==> src/rtl/rgb_led_controller_if.sv <==
// rgb_led_controller_if: UART RX FIFO pop and UART TX start handshake bundle
interface rgb_led_controller_if;
  logic       i_Data_Ready;
  logic [7:0] i_Data;
  logic       o_Read_Data;
  logic       i_Busy_TX;
  logic       o_Start;
  logic [7:0] o_TX_Data;
  modport master (
    output i_Data_Ready, i_Data, i_Busy_TX,
    input  o_Read_Data, o_Start, o_TX_Data
  );
  modport slave (
    input  i_Data_Ready, i_Data, i_Busy_TX,
    output o_Read_Data, o_Start, o_TX_Data
  );
endinterface

==> src/rtl/rgb_led_controller.sv <==
// rgb_led_controller: ASCII command parser with echo feeding nine shadowed PWM channels
module rgb_led_controller #(
  parameter logic [7:0] DEFAULT_LEVEL = 8'h11,
  parameter int         PWM_PRESCALE  = 1,
  parameter bit         ECHO          = 1'b1
) (
  input  logic                       i_Clock,
  input  logic                       i_Reset,
  rgb_led_controller_if.slave        bus,
  output logic [2:0]                 o_LED_R,
  output logic [2:0]                 o_LED_G,
  output logic [2:0]                 o_LED_B,
  output logic                       o_Cmd_Done,
  output logic                       o_Cmd_Error
);
  typedef enum logic {WAIT, PAUSE} fetch_t;
  typedef enum logic [2:0] {P_COLOUR, P_NUMBER, P_ARG, P_LO, P_END} parse_t;
  localparam int PW = PWM_PRESCALE > 1 ? $clog2(PWM_PRESCALE) : 1;
  localparam logic [PW-1:0] PRE_MAX = PW'(PWM_PRESCALE - 1);
  fetch_t fetch;
  parse_t parse, parse_nx;
  logic [1:0] col, led, col_nx, led_nx;
  logic [3:0] hi, lo, hex, sel;
  logic [7:0] lvl [0:8];
  logic [7:0] shd [0:8];
  logic [PW-1:0] pre;
  logic [7:0] cnt, d;
  logic [8:0] pwm;
  logic take, acc, ok, fin, is_hex, is_col, is_num, is_cr, is_lf, done_nx, err_nx, tick, wrap;
  // Byte classification and next parse state for the byte at the FIFO head
  always_comb begin
    d = bus.i_Data;
    take = fetch == WAIT && bus.i_Data_Ready && (!bus.i_Busy_TX || !ECHO);
    is_cr = d == 8'h0D;
    is_lf = d == 8'h0A;
    is_hex = (d >= 8'h30 && d <= 8'h39) || (d >= 8'h41 && d <= 8'h46) || (d >= 8'h61 && d <= 8'h66);
    hex = d <= 8'h39 ? d[3:0] : d[3:0] + 4'd9;
    is_col = d == 8'h72 || d == 8'h67 || d == 8'h62;
    col_nx = d == 8'h72 ? 2'd0 : d == 8'h67 ? 2'd1 : 2'd2;
    is_num = d >= 8'h31 && d <= 8'h33;
    led_nx = d[1:0] - 2'd1;
    ok = 1'b0;
    fin = 1'b0;
    parse_nx = P_COLOUR;
    case (parse)
      P_COLOUR: begin ok = is_col; parse_nx = P_NUMBER; end
      P_NUMBER: begin ok = is_num; parse_nx = P_ARG; end
      P_ARG:    begin ok = is_lf || is_hex; fin = is_lf; parse_nx = is_lf ? P_COLOUR : P_LO; end
      P_LO:     begin ok = is_hex; parse_nx = P_END; end
      P_END:    begin ok = is_lf; fin = 1'b1; parse_nx = P_COLOUR; end
      default:  begin ok = 1'b0; parse_nx = P_COLOUR; end
    endcase
    acc = take && !is_cr;
    done_nx = acc && ok && fin;
    err_nx = acc && !ok;
    sel = {2'b00, col} * 4'd3 + {2'b00, led};
    tick = pre == PRE_MAX;
    wrap = tick && cnt == 8'hFF;
  end
  // Fetch FSM: pop one byte, then pause a cycle so the FIFO flag can settle
  always_ff @(posedge i_Clock or posedge i_Reset) begin
    if (i_Reset) begin
      fetch <= WAIT;
      bus.o_Read_Data <= 1'b0;
      bus.o_Start <= 1'b0;
      bus.o_TX_Data <= 8'h00;
      o_Cmd_Done <= 1'b0;
      o_Cmd_Error <= 1'b0;
    end else begin
      fetch <= take ? PAUSE : WAIT;
      bus.o_Read_Data <= take;
      bus.o_Start <= take && ECHO;
      if (take) bus.o_TX_Data <= d;
      o_Cmd_Done <= done_nx;
      o_Cmd_Error <= err_nx;
    end
  end
  // Parser: advances only on consumed non-CR bytes; any rejection restarts at the colour
  always_ff @(posedge i_Clock or posedge i_Reset) begin
    if (i_Reset) begin
      parse <= P_COLOUR;
      col <= 2'd0;
      led <= 2'd0;
      hi <= 4'd0;
      lo <= 4'd0;
    end else if (acc) begin
      parse <= ok ? parse_nx : P_COLOUR;
      if (ok && parse == P_COLOUR) col <= col_nx;
      if (ok && parse == P_NUMBER) led <= led_nx;
      if (ok && parse == P_ARG) hi <= hex;
      if (ok && parse == P_LO) lo <= hex;
    end
  end
  // Working levels: toggle on "<c><n>\n", direct write on "<c><n><h><h>\n"
  always_ff @(posedge i_Clock or posedge i_Reset) begin
    if (i_Reset) begin
      for (int i = 0; i < 9; i++) lvl[i] <= 8'h00;
    end else if (done_nx) begin
      lvl[sel] <= parse == P_ARG ? (|lvl[sel] ? 8'h00 : DEFAULT_LEVEL) : {hi, lo};
    end
  end
  // PWM timebase; shadows reload only as cnt wraps so a period is never cut short
  always_ff @(posedge i_Clock or posedge i_Reset) begin
    if (i_Reset) begin
      pre <= '0;
      cnt <= 8'h00;
      pwm <= 9'h000;
      for (int i = 0; i < 9; i++) shd[i] <= 8'h00;
    end else begin
      pre <= tick ? '0 : pre + 1'b1;
      cnt <= cnt + {7'd0, tick};
      for (int i = 0; i < 9; i++) begin
        if (wrap) shd[i] <= lvl[i];
        pwm[i] <= cnt < shd[i];
      end
    end
  end
  assign o_LED_R = pwm[2:0];
  assign o_LED_G = pwm[5:3];
  assign o_LED_B = pwm[8:6];
endmodule

==> src/flat_wrapper.sv <==
// flat-port wrapper written by rule: the top's interface ports become plain ports
module rgb_led_controller_flat 
#(
  parameter logic [7:0] DEFAULT_LEVEL = 8'h11,
  parameter int         PWM_PRESCALE  = 1,
  parameter bit         ECHO          = 1'b1
)
  (i_Clock, i_Reset, o_LED_R, o_LED_G, o_LED_B, o_Cmd_Done, o_Cmd_Error, bus_i_Data_Ready, bus_i_Data, bus_i_Busy_TX, bus_o_Read_Data, bus_o_Start, bus_o_TX_Data);
  rgb_led_controller_if bus_i ();
  input  logic i_Clock;
  input  logic i_Reset;
  output logic [2:0] o_LED_R;
  output logic [2:0] o_LED_G;
  output logic [2:0] o_LED_B;
  output logic o_Cmd_Done;
  output logic o_Cmd_Error;
  input wire logic [$bits(bus_i.i_Data_Ready)-1:0] bus_i_Data_Ready;
  input wire logic [$bits(bus_i.i_Data)-1:0] bus_i_Data;
  input wire logic [$bits(bus_i.i_Busy_TX)-1:0] bus_i_Busy_TX;
  output wire logic [$bits(bus_i.o_Read_Data)-1:0] bus_o_Read_Data;
  output wire logic [$bits(bus_i.o_Start)-1:0] bus_o_Start;
  output wire logic [$bits(bus_i.o_TX_Data)-1:0] bus_o_TX_Data;
  assign bus_i.i_Data_Ready = bus_i_Data_Ready;
  assign bus_i.i_Data = bus_i_Data;
  assign bus_i.i_Busy_TX = bus_i_Busy_TX;
  assign bus_o_Read_Data = bus_i.o_Read_Data;
  assign bus_o_Start = bus_i.o_Start;
  assign bus_o_TX_Data = bus_i.o_TX_Data;
  rgb_led_controller #(.DEFAULT_LEVEL(DEFAULT_LEVEL), .PWM_PRESCALE(PWM_PRESCALE), .ECHO(ECHO)) u_core (.i_Clock(i_Clock), .i_Reset(i_Reset), .bus(bus_i), .o_LED_R(o_LED_R), .o_LED_G(o_LED_G), .o_LED_B(o_LED_B), .o_Cmd_Done(o_Cmd_Done), .o_Cmd_Error(o_Cmd_Error));
endmodule
==> config.mk <==
export PLATFORM = sky130hd
export DESIGN_NAME = rgb_led_controller_flat
export DESIGN_NICKNAME = d
export VERILOG_FILES = /design/src/rtl/rgb_led_controller_if.sv /design/src/rtl/rgb_led_controller.sv /design/src/flat_wrapper.sv
export SDC_FILE = /design/constraint.sdc
export NUM_CORES = 1
export LEC_CHECK = 0
export BUFFER_PORTS_ARGS = -buffer_cell sky130_fd_sc_hd__buf_2
export CAP_MARGIN = 20
export CORE_UTILIZATION = 38
export DETAILED_ROUTE_END_ITERATION = 8
export SLEW_MARGIN = 10
export SYNTH_ARGS = -nofsm -noshare
export SYNTH_HDL_FRONTEND = slang
export SYNTH_SLANG_ARGS = --single-unit
==> constraint.sdc <==
create_clock -name i_Clock -period 18.5 [get_ports i_Clock]
set_clock_uncertainty 0.05 [all_clocks]
set_input_delay 4.625 -clock i_Clock [delete_from_list [all_inputs] [get_ports i_Clock]]
set_output_delay 4.625 -clock i_Clock [all_outputs]
set_load 0.01 [all_outputs]
==> results of run 1 <==
[cell usage after synthesis (8+ instances only)]
master,count
dfrtp_1,187
mux2_2,157
inv_1,75
ha_1,70
a21o_1,31
o21ai_0,15
clkbuf_1,13
nor2b_1,13
a31oi_1,12
nand2b_1,11
o41ai_1,10
a211oi_1,9
o21bai_1,9
buf_2,8
nand2_1,8
[report_power, final]
part / switching (mW) / internal [mW] / total (mW)
combinational: 0.0270 / 0.0130 / 0.0400
sequential: 0.00204 / 0.413 / 0.415
clock: 0.155 / 0.226 / 0.381
[routing by layer]
metal	track usage (%)	vias to the layer above	routed length, microns
met4	4.670	0	179
met5	0	-	0
met2	26.63	86	8913
li1	-	2675	-
met3	2.749	11	498
met1	23.02	2816	9554
[sequential cells by signal, summed over array words and instances (netlist names)]
register	flops
u_core.cnt	8
u_core.o_Cmd_Error	1
u_core.bus.o_TX_Data	8
u_core.shd	72
u_core.hi	4
u_core.bus.o_Read_Data	1
u_core.o_Cmd_Done	1
u_core.parse	3
u_core.lvl	72
u_core.led	2
u_core.col	2
u_core.lo	4
u_core.pwm	9
[critical path, stage by stage]
cell	delay (ns)
buf_2	0.14
inv_1	0.11
ha_1	0.16
nor2b_1	0.30
nand3_1	0.15
o311a_1	0.41
a21oi_4	0.50
and4_1	0.53
mux2_2	0.38
[layout by cell type (no fill, tap or decap), drive strengths merged, types with 4 or more instances in the layout]
cell,Yosys,final
nand4,7,7
a211oi,9,9
inv,75,75
bufinv,0,4
nand3,5,5
nand2b,11,11
o41ai,10,10
xnor2,7,7
buf,11,40
clkinv,0,4
and4,6,6
o21bai,9,9
a31oi,12,12
dfrtp,187,187
nor2,7,7
ha,70,70
a41oi,4,4
mux2,161,161
a21o,31,31
clkbuf,13,20
nand2,8,8
o21ai,15,15
and2,8,8
nor2b,13,13
[path summary, 6_finish.rpt]
| path | end |
|---|---|
| max | u_core.lvl[41]$_DFFE_PP0P_ |
| min | u_core.bus.o_Read_Data$_DFF_PP0_ |
| max reg2reg | u_core.lvl[68]$_DFFE_PP0P_ |
| min reg2reg | u_core.bus.o_Read_Data$_DFF_PP0_ |
| max in group asynchronous | u_core.led[0]$_DFFE_PP0P_ |
| min in group asynchronous | u_core.lvl[4]$_DFFE_PP0P_ |
[area by class of cell]
class,instances,area [sq um],share of cell area [%]
clock buffers,20,436.7,4.191
clock inverters,10,170.2,1.633
inverters,75,289.0,2.774
multi-input cells,439,4224,40.54
flip-flops and latches,187,4679,44.91
well taps,319,399.1,3.831
repair buffers,40,220.2,2.114
[cell families (layout without fill, tap and decap cells)]
kind of cell / count (synthesis) / count (layout)
fa+ha+maj: 72 / 72
buf+inv: 99 / 145
compound gates: 106 / 106
xor+xnor: 9 / 9
simple gates: 88 / 88
flops: 187 / 187
mux: 164 / 164
==> reports/summary.log, run 1 <==
INFO  detailed_routing wire_length_per_cell_after_detailed_routing=17.57microns
INFO  finish         finalCoreUtilization=43.86%
INFO  setup_path     worstPathRequired=18.76ns
INFO  timing         final-hold-violation-count=0
INFO  clock_tree     worst_setup_hold_path_clk_slew=0.07ns
INFO  synthesis      synth_simple_gate_area_share=6.447%
INFO  clock_tree     h-tree-depth=4
INFO  setup_path     ff_to_ff_path_depth=9
INFO  synthesis      synth_top_cell_by_area=dfrtp_1
INFO  global_routing grt.overflow.total=0
INFO  global_routing initial_antenna_violation_count=0
INFO  clock_tree     ctsResizeCount=0
INFO  synthesis      synth.distinct_cells=58
INFO  synthesis      synth.yosys.seq_area_share=50.34%
INFO  power_and_ir_drop p_leak=5.100nW
INFO  synthesis      asyncSetResetFlopFracSynth=100.0%
INFO  finish         proportion_of_layout_cells_with_a_drive_suffix_above_1=30.35%
INFO  detailed_routing ant_nets=0
INFO  timing         worst_slew_margin_rel=24.72%
INFO  finish         layoutNonFillerInstCount=1,090
INFO  synthesis      syn_area_per_cell=12.82squm
INFO  setup_path     reg2reg_start=u_core.led[1]$_DFFE_PP0P_
INFO  synthesis      share_of_synthesized_area_spent_on_multiplexers=19.96%
INFO  placed_design  finalWeightedCongestion=0.7569
INFO  power_and_ir_drop power_density=80.21nW/um^2
INFO  timing         fmaxAchievable=141.8MHz
INFO  clock_tree     tritoncts=yes
INFO  synthesis      synth_flop_cell=dfrtp_1
INFO  setup_path     setup.reg_to_reg.worst_slack=14.88ns
INFO  timing         setup_tns=0ns
INFO  synthesis      synth_top_area_share=50.34%
INFO  detailed_routing wl=19,150microns
INFO  finish         areaGrowthSynthToFinish=12.07%
INFO  hold_path      hold_critical_path_depth=1
INFO  finish         antenna_cells=0
INFO  floorplan      fp.dieArea=25,090squm
INFO  synthesis      synth_top_family_by_area=multiplexers
INFO  timing         grt_setup_unrepaired=no
INFO  global_routing grt_first_pass_wirelength=30,970microns
INFO  setup_path     start_kind=primary input
INFO  timing         post-route-period-util=38.13%
INFO  clock_tree     clock_sinks=187
INFO  synthesis      yosys-top-cells-area=dfrtp_1 (50%), mux2_2 (19%), ha_1 (9.4%)
INFO  timing         max_slew.worst_pin.slew=1.127ns
INFO  floorplan      floorplan.die.height=158.4microns
INFO  placed_design  dpl.cell_count=1,060
INFO  power_and_ir_drop p_total=0.8357mW
INFO  timing         final_max_slew_viol_count=0
INFO  setup_path     critical_path_arrival=7.32ns
INFO  global_routing globalRouteTotalUtil=16.58%
INFO  job            max_cap_viol_count=0
INFO  detailed_routing route.vias.total=5,588
INFO  setup_path     worstSetupPathType=in -> reg
INFO  detailed_routing drt_drc_violations_left=0
INFO  hold_path      hold_path_startpoint=u_core.bus.o_Read_Data$_DFF_PP0_
INFO  timing         timing.final.setup_violations=0
INFO  synthesis      synth.yosys.warnings=0
INFO  floorplan      core-area=23,750squm
INFO  global_routing via_count_of_the_first_global_routing_pass=5,544
INFO  detailed_routing dr.pass1.iters=6
INFO  clock_tree     ctsHoldBuffers=0
INFO  timing         finalWorstPathRequiredPeriod=7.054ns
INFO  setup_path     cp_launch_point=bus_i_Data[0]
INFO  placed_design  detailed_place_hpwl=12,610microns
INFO  clock_tree     cts_buffer_depth=2
INFO  clock_tree     worst_skew_pair.late_latency=0.43ns
INFO  clock_tree     cts_setup_buffers=0
INFO  synthesis      synth_area_in_compound_gates=8.331%
INFO  setup_path     end_kind=flop
INFO  placed_design  dpl_worst_slack=11.04ns
INFO  synthesis      mappedNetlistNets=809
INFO  finish         fin_area=10,420squm
INFO  timing         setup_ws=11.45ns
INFO  placed_design  detailed_place.area=9812squm
INFO  synthesis      synth_xor_xnor_area_share=0.8479%
INFO  hold_path      min-delay-path-class=reg -> reg
INFO  finish         fillerInstances=2,153
INFO  power_and_ir_drop worst_ir_drop_vdd=54.45uV
INFO  synthesis      synth_enable_flop_cells=0
INFO  floorplan      die_x=158.4microns
INFO  synthesis      synthCells=725
INFO  setup_path     worstPathMaxFanout=18
INFO  detailed_routing drt-vias-per-instance=5.127
INFO  detailed_routing drt_iter0_markers=308
INFO  clock_tree     root_buffer=clkbuf_16
INFO  placed_design  io_buffers=32
INFO  floorplan      num_rows=56
INFO  floorplan      pin_count=33
INFO  finish         finish.net_count=844
INFO  synthesis      synth.cell_area=9296squm
INFO  global_routing grt_max_degree=118
INFO  floorplan      initial_utilization=39.14%
INFO  clock_tree     tritoncts.num_buffers=17
INFO  status         status=finished, final reports clean
INFO  timing         final.hold.worst_slack=0.4165ns
INFO  synthesis      synth-adder-area-share=9.852%
INFO  synthesis      synthesized_flop_and_latch_total=187
(Power assumes the default switching activity.)
==> inputs of run 2 (changes only) <==
==> constraint.sdc (replaced) <==
create_clock -name i_Clock -period 6.3 [get_ports i_Clock]
set_clock_uncertainty 0.05 [all_clocks]
set_input_delay 1.575 -clock i_Clock [delete_from_list [all_inputs] [get_ports i_Clock]]
set_output_delay 1.575 -clock i_Clock [all_outputs]
set_load 0.01 [all_outputs]
==> run 2 against run 1 <==
Via count is 1.0% lower. Highest routed layer unchanged. Hold slack better by 0.033 ns. Worst setup slack worse by 9.1 ns. Critical endpoint is now u_core.lvl[44]$_DFFE_PP0P_. Clock power grew to 3.1 times the previous value. Final cell count hardly changed. Power grew to 3.0 times the previous value. Sequential cell count stayed put. Design area is 0.30% higher. Sequential share of layout area is 0.13 points lower. Wire length is 0.61% lower. Critical path depth stayed put.
==> reports/summary.log, run 2 (same netlist as run 1, synthesis figures left out) <==
INFO  clock_tree     cts_buffer_depth=2 [unchanged]
INFO  setup_path     worstPathRequired=6.56ns [-12.20 ns]
INFO  placed_design  io_buffers=32 [unchanged]
INFO  setup_path     critical_path_arrival=4.24ns [-3.08 ns]
INFO  detailed_routing drt_iter0_markers=291 [-5.5%]
INFO  finish         layoutNonFillerInstCount=1,089 [-0.092%]
INFO  floorplan      core-area=23,750squm [unchanged]
INFO  placed_design  finalWeightedCongestion=0.7997 [+5.7%]
INFO  status         status=finished, final reports clean
INFO  clock_tree     worst_setup_hold_path_clk_slew=0.07ns [about the same]
INFO  clock_tree     ctsResizeCount=0 [unchanged]
INFO  power_and_ir_drop p_switching=0.5365mW [+190%]
INFO  power_and_ir_drop p_leak=5.106nW [+0.10%]
INFO  timing         final-hold-violation-count=0 [unchanged]
INFO  finish         proportion_of_layout_cells_with_a_drive_suffix_above_1=30.39% [+0.039 points]
INFO  global_routing initial_antenna_violation_count=0 [unchanged]
INFO  timing         finalWorstPathRequiredPeriod=3.980ns
INFO  floorplan      num_rows=56 [unchanged]
INFO  clock_tree     worst_skew_pair.late_latency=0.42ns [about the same]
INFO  setup_path     worstPathMaxFanout=18 [unchanged]
INFO  detailed_routing drt-vias-per-instance=5.078 [-0.95%]
INFO  timing         fmaxAchievable=251.3MHz
INFO  global_routing via_count_of_the_first_global_routing_pass=5,552 [+0.14%]
INFO  detailed_routing wl=19,030microns [-0.61%]
INFO  hold_path      min-delay-path-class=reg -> reg
INFO  finish         layout_common_cells=dfrtp_1 (187), mux2_2 (157), inv_1 (74)
INFO  global_routing grt_first_pass_wirelength=30,850microns [-0.40%]
INFO  global_routing grt_max_degree=188 [+59%]
INFO  floorplan      die_x=158.4microns [unchanged]
INFO  timing         max_slew.worst_pin.slew=1.129ns [+0.001878 ns]
INFO  floorplan      initial_utilization=39.14% [unchanged]
INFO  timing         grt_setup_unrepaired=no
INFO  power_and_ir_drop share_comb_of_total_power=4.7% [about the same]
INFO  placed_design  dpl.cell_count=1,057 [-0.28%]
INFO  power_and_ir_drop power_density=240.4nW/um^2 [+200%]
INFO  clock_tree     tritoncts.num_buffers=17 [unchanged]
INFO  timing         timing.final.setup_violations=0 [unchanged]
INFO  finish         antenna_cells=0 [unchanged]
INFO  timing         worst_slew_margin_rel=24.59% [-0.13 points]
INFO  timing         post-route-period-util=63.17%
INFO  detailed_routing route.vias.total=5,530 [-1.0%]
INFO  global_routing grt.overflow.total=0 [unchanged]
INFO  clock_tree     root_buffer=clkbuf_16
INFO  power_and_ir_drop pwr-share-seq=48.5% [-1.1 points]
INFO  job            max_cap_viol_count=0 [unchanged]
INFO  timing         setup_tns=0ns [unchanged]
INFO  placed_design  detailed_place_hpwl=12,650microns [+0.25%]
INFO  clock_tree     tritoncts=yes
INFO  clock_tree     h-tree-depth=4 [unchanged]
INFO  setup_path     worstSetupPathType=in -> reg
INFO  finish         final_common_cell=dfrtp_1
INFO  detailed_routing wire_length_per_cell_after_detailed_routing=17.47microns [-0.52%]
INFO  power_and_ir_drop worst_ir_drop_vdd=188.1uV [+250%]
INFO  floorplan      pin_count=33 [unchanged]
INFO  timing         final_max_slew_viol_count=0 [unchanged]
INFO  global_routing globalRouteTotalUtil=16.57% [about the same]
INFO  detailed_routing dr.pass1.iters=4 [-2]
INFO  detailed_routing ant_nets=0 [unchanged]
INFO  finish         areaGrowthSynthToFinish=12.41%
INFO  clock_tree     cts_setup_buffers=0 [unchanged]
INFO  finish         finish.net_count=841 [-0.36%]
INFO  detailed_routing drt_drc_violations_left=0 [unchanged]
INFO  power_and_ir_drop power_frac_clock=46.8% [+1.2 points]
INFO  finish         top_regs=u_core.lvl: 72 flops, u_core.shd: 72 flops, u_core.pwm: 9 flops
INFO  power_and_ir_drop p_sw_share=21.35% [-0.71 points]
INFO  setup_path     end_kind=flop
INFO  clock_tree     ctsHoldBuffers=0 [unchanged]
INFO  setup_path     start_kind=primary input
INFO  floorplan      floorplan.die.height=158.4microns [unchanged]
INFO  floorplan      fp.dieArea=25,090squm [unchanged]
INFO  power_and_ir_drop cellInternalPower=1.976mW [+200%]
INFO  clock_tree     clock_sinks=187 [unchanged]
[run 2: cell types whose count changed in the layout (fill, tap and decap cells not counted)]
cell | before | now
buf_4 | 8 | 4
clkinv_4 | 4 | 1
clkbuf_8 | 0 | 2
clkinv_2 | 0 | 2
clkinvlp_4 | 2 | 4
buf_12 | 0 | 1
bufinv_16 | 4 | 5
clkbuf_1 | 3 | 2
inv_8 | 1 | 0
[run 2: cell type report]
class / instances / area [sq um]
clock buffers: 21 / 460.4
clock inverters: 11 / 191.4
fillers: 2175 / 13300
inverters: 75 / 285.3
multi-input cells: 439 / 4224
flip-flops and latches: 187 / 4679
well taps: 319 / 399.1
repair buffers: 37 / 210.2
[run 2: worst max-delay path: stages]
cell and delay [ns]:
buf_2 0.14, inv_1 0.10, ha_1 0.16, nor2b_1 0.29, nand3_1 0.15, o311a_1 0.40
a21oi_4 0.50, and4_1 0.53, mux2_2 0.38
[run 2: worst paths after layout]
| check | start | depth (start not counted) | endpoint | slack (ns) |
|---|---|---|---|---|
| max | bus_i_Data[0] | 9 | u_core.lvl[44]$_DFFE_PP0P_ | 2.32 |
| min | u_core.lo[2]$_DFFE_PP0P_ | 1 | u_core.lo[2]$_DFFE_PP0P_ | 0.45 |
| max reg2reg | u_core.led[1]$_DFFE_PP0P_ | 9 | u_core.lvl[68]$_DFFE_PP0P_ | 2.60 |
| min reg2reg | u_core.lo[2]$_DFFE_PP0P_ | 1 | u_core.lo[2]$_DFFE_PP0P_ | 0.45 |
| max in group asynchronous | i_Reset | 3 | u_core.shd[23]$_DFFE_PP0N_ | 4.05 |
| min in group asynchronous | i_Reset | 3 | u_core.lvl[3]$_DFFE_PP0P_ | 1.34 |
[run 2: stage by stage]
| step | instance area, sq um | hold WS, ns | utilization (%) | power, mW | setup WS [ns] |
|---|---|---|---|---|---|
| final | 10450 | 0.4493 | 43.99 | 2.513 | 2.320 |
| after global routing | 10450 | 0.4650 | 43.99 | 2.607 | 2.115 |
| after CTS | 10450 | 0.4546 | 43.99 | 2.546 | 2.318 |
| after detailed placement | 9798 | 0.4395 | 41.25 | 1.361 | 1.871 |
| after global placement | 9798 | 0.4328 | 41.25 | 1.361 | 1.927 |
| after floorplan | 9300 | 0.4226 | - | 1.316 | 2.269 |
[run 2: metal layers]
metal  GRT usage (%)  wire, microns  vias up
met1           23.36           9560     2780
met3           3.402            507       10
met4           4.396            215        0
li1                -              -     2677
met5               0              0        -
met2           25.77           8746       63
[run 2: power groups by stage]
| stage | clock network [mW] | logic, mW | registers (mW) |
|---|---|---|---|
| floorplan | 0 | 0.0709 | 1.25 |
| global placement | 0 | 0.121 | 1.24 |
| detailed placement | 0 | 0.122 | 1.24 |
| CTS | 1.21 | 0.122 | 1.22 |
| global route | 1.26 | 0.132 | 1.22 |
| finish | 1.18 | 0.118 | 1.22 |
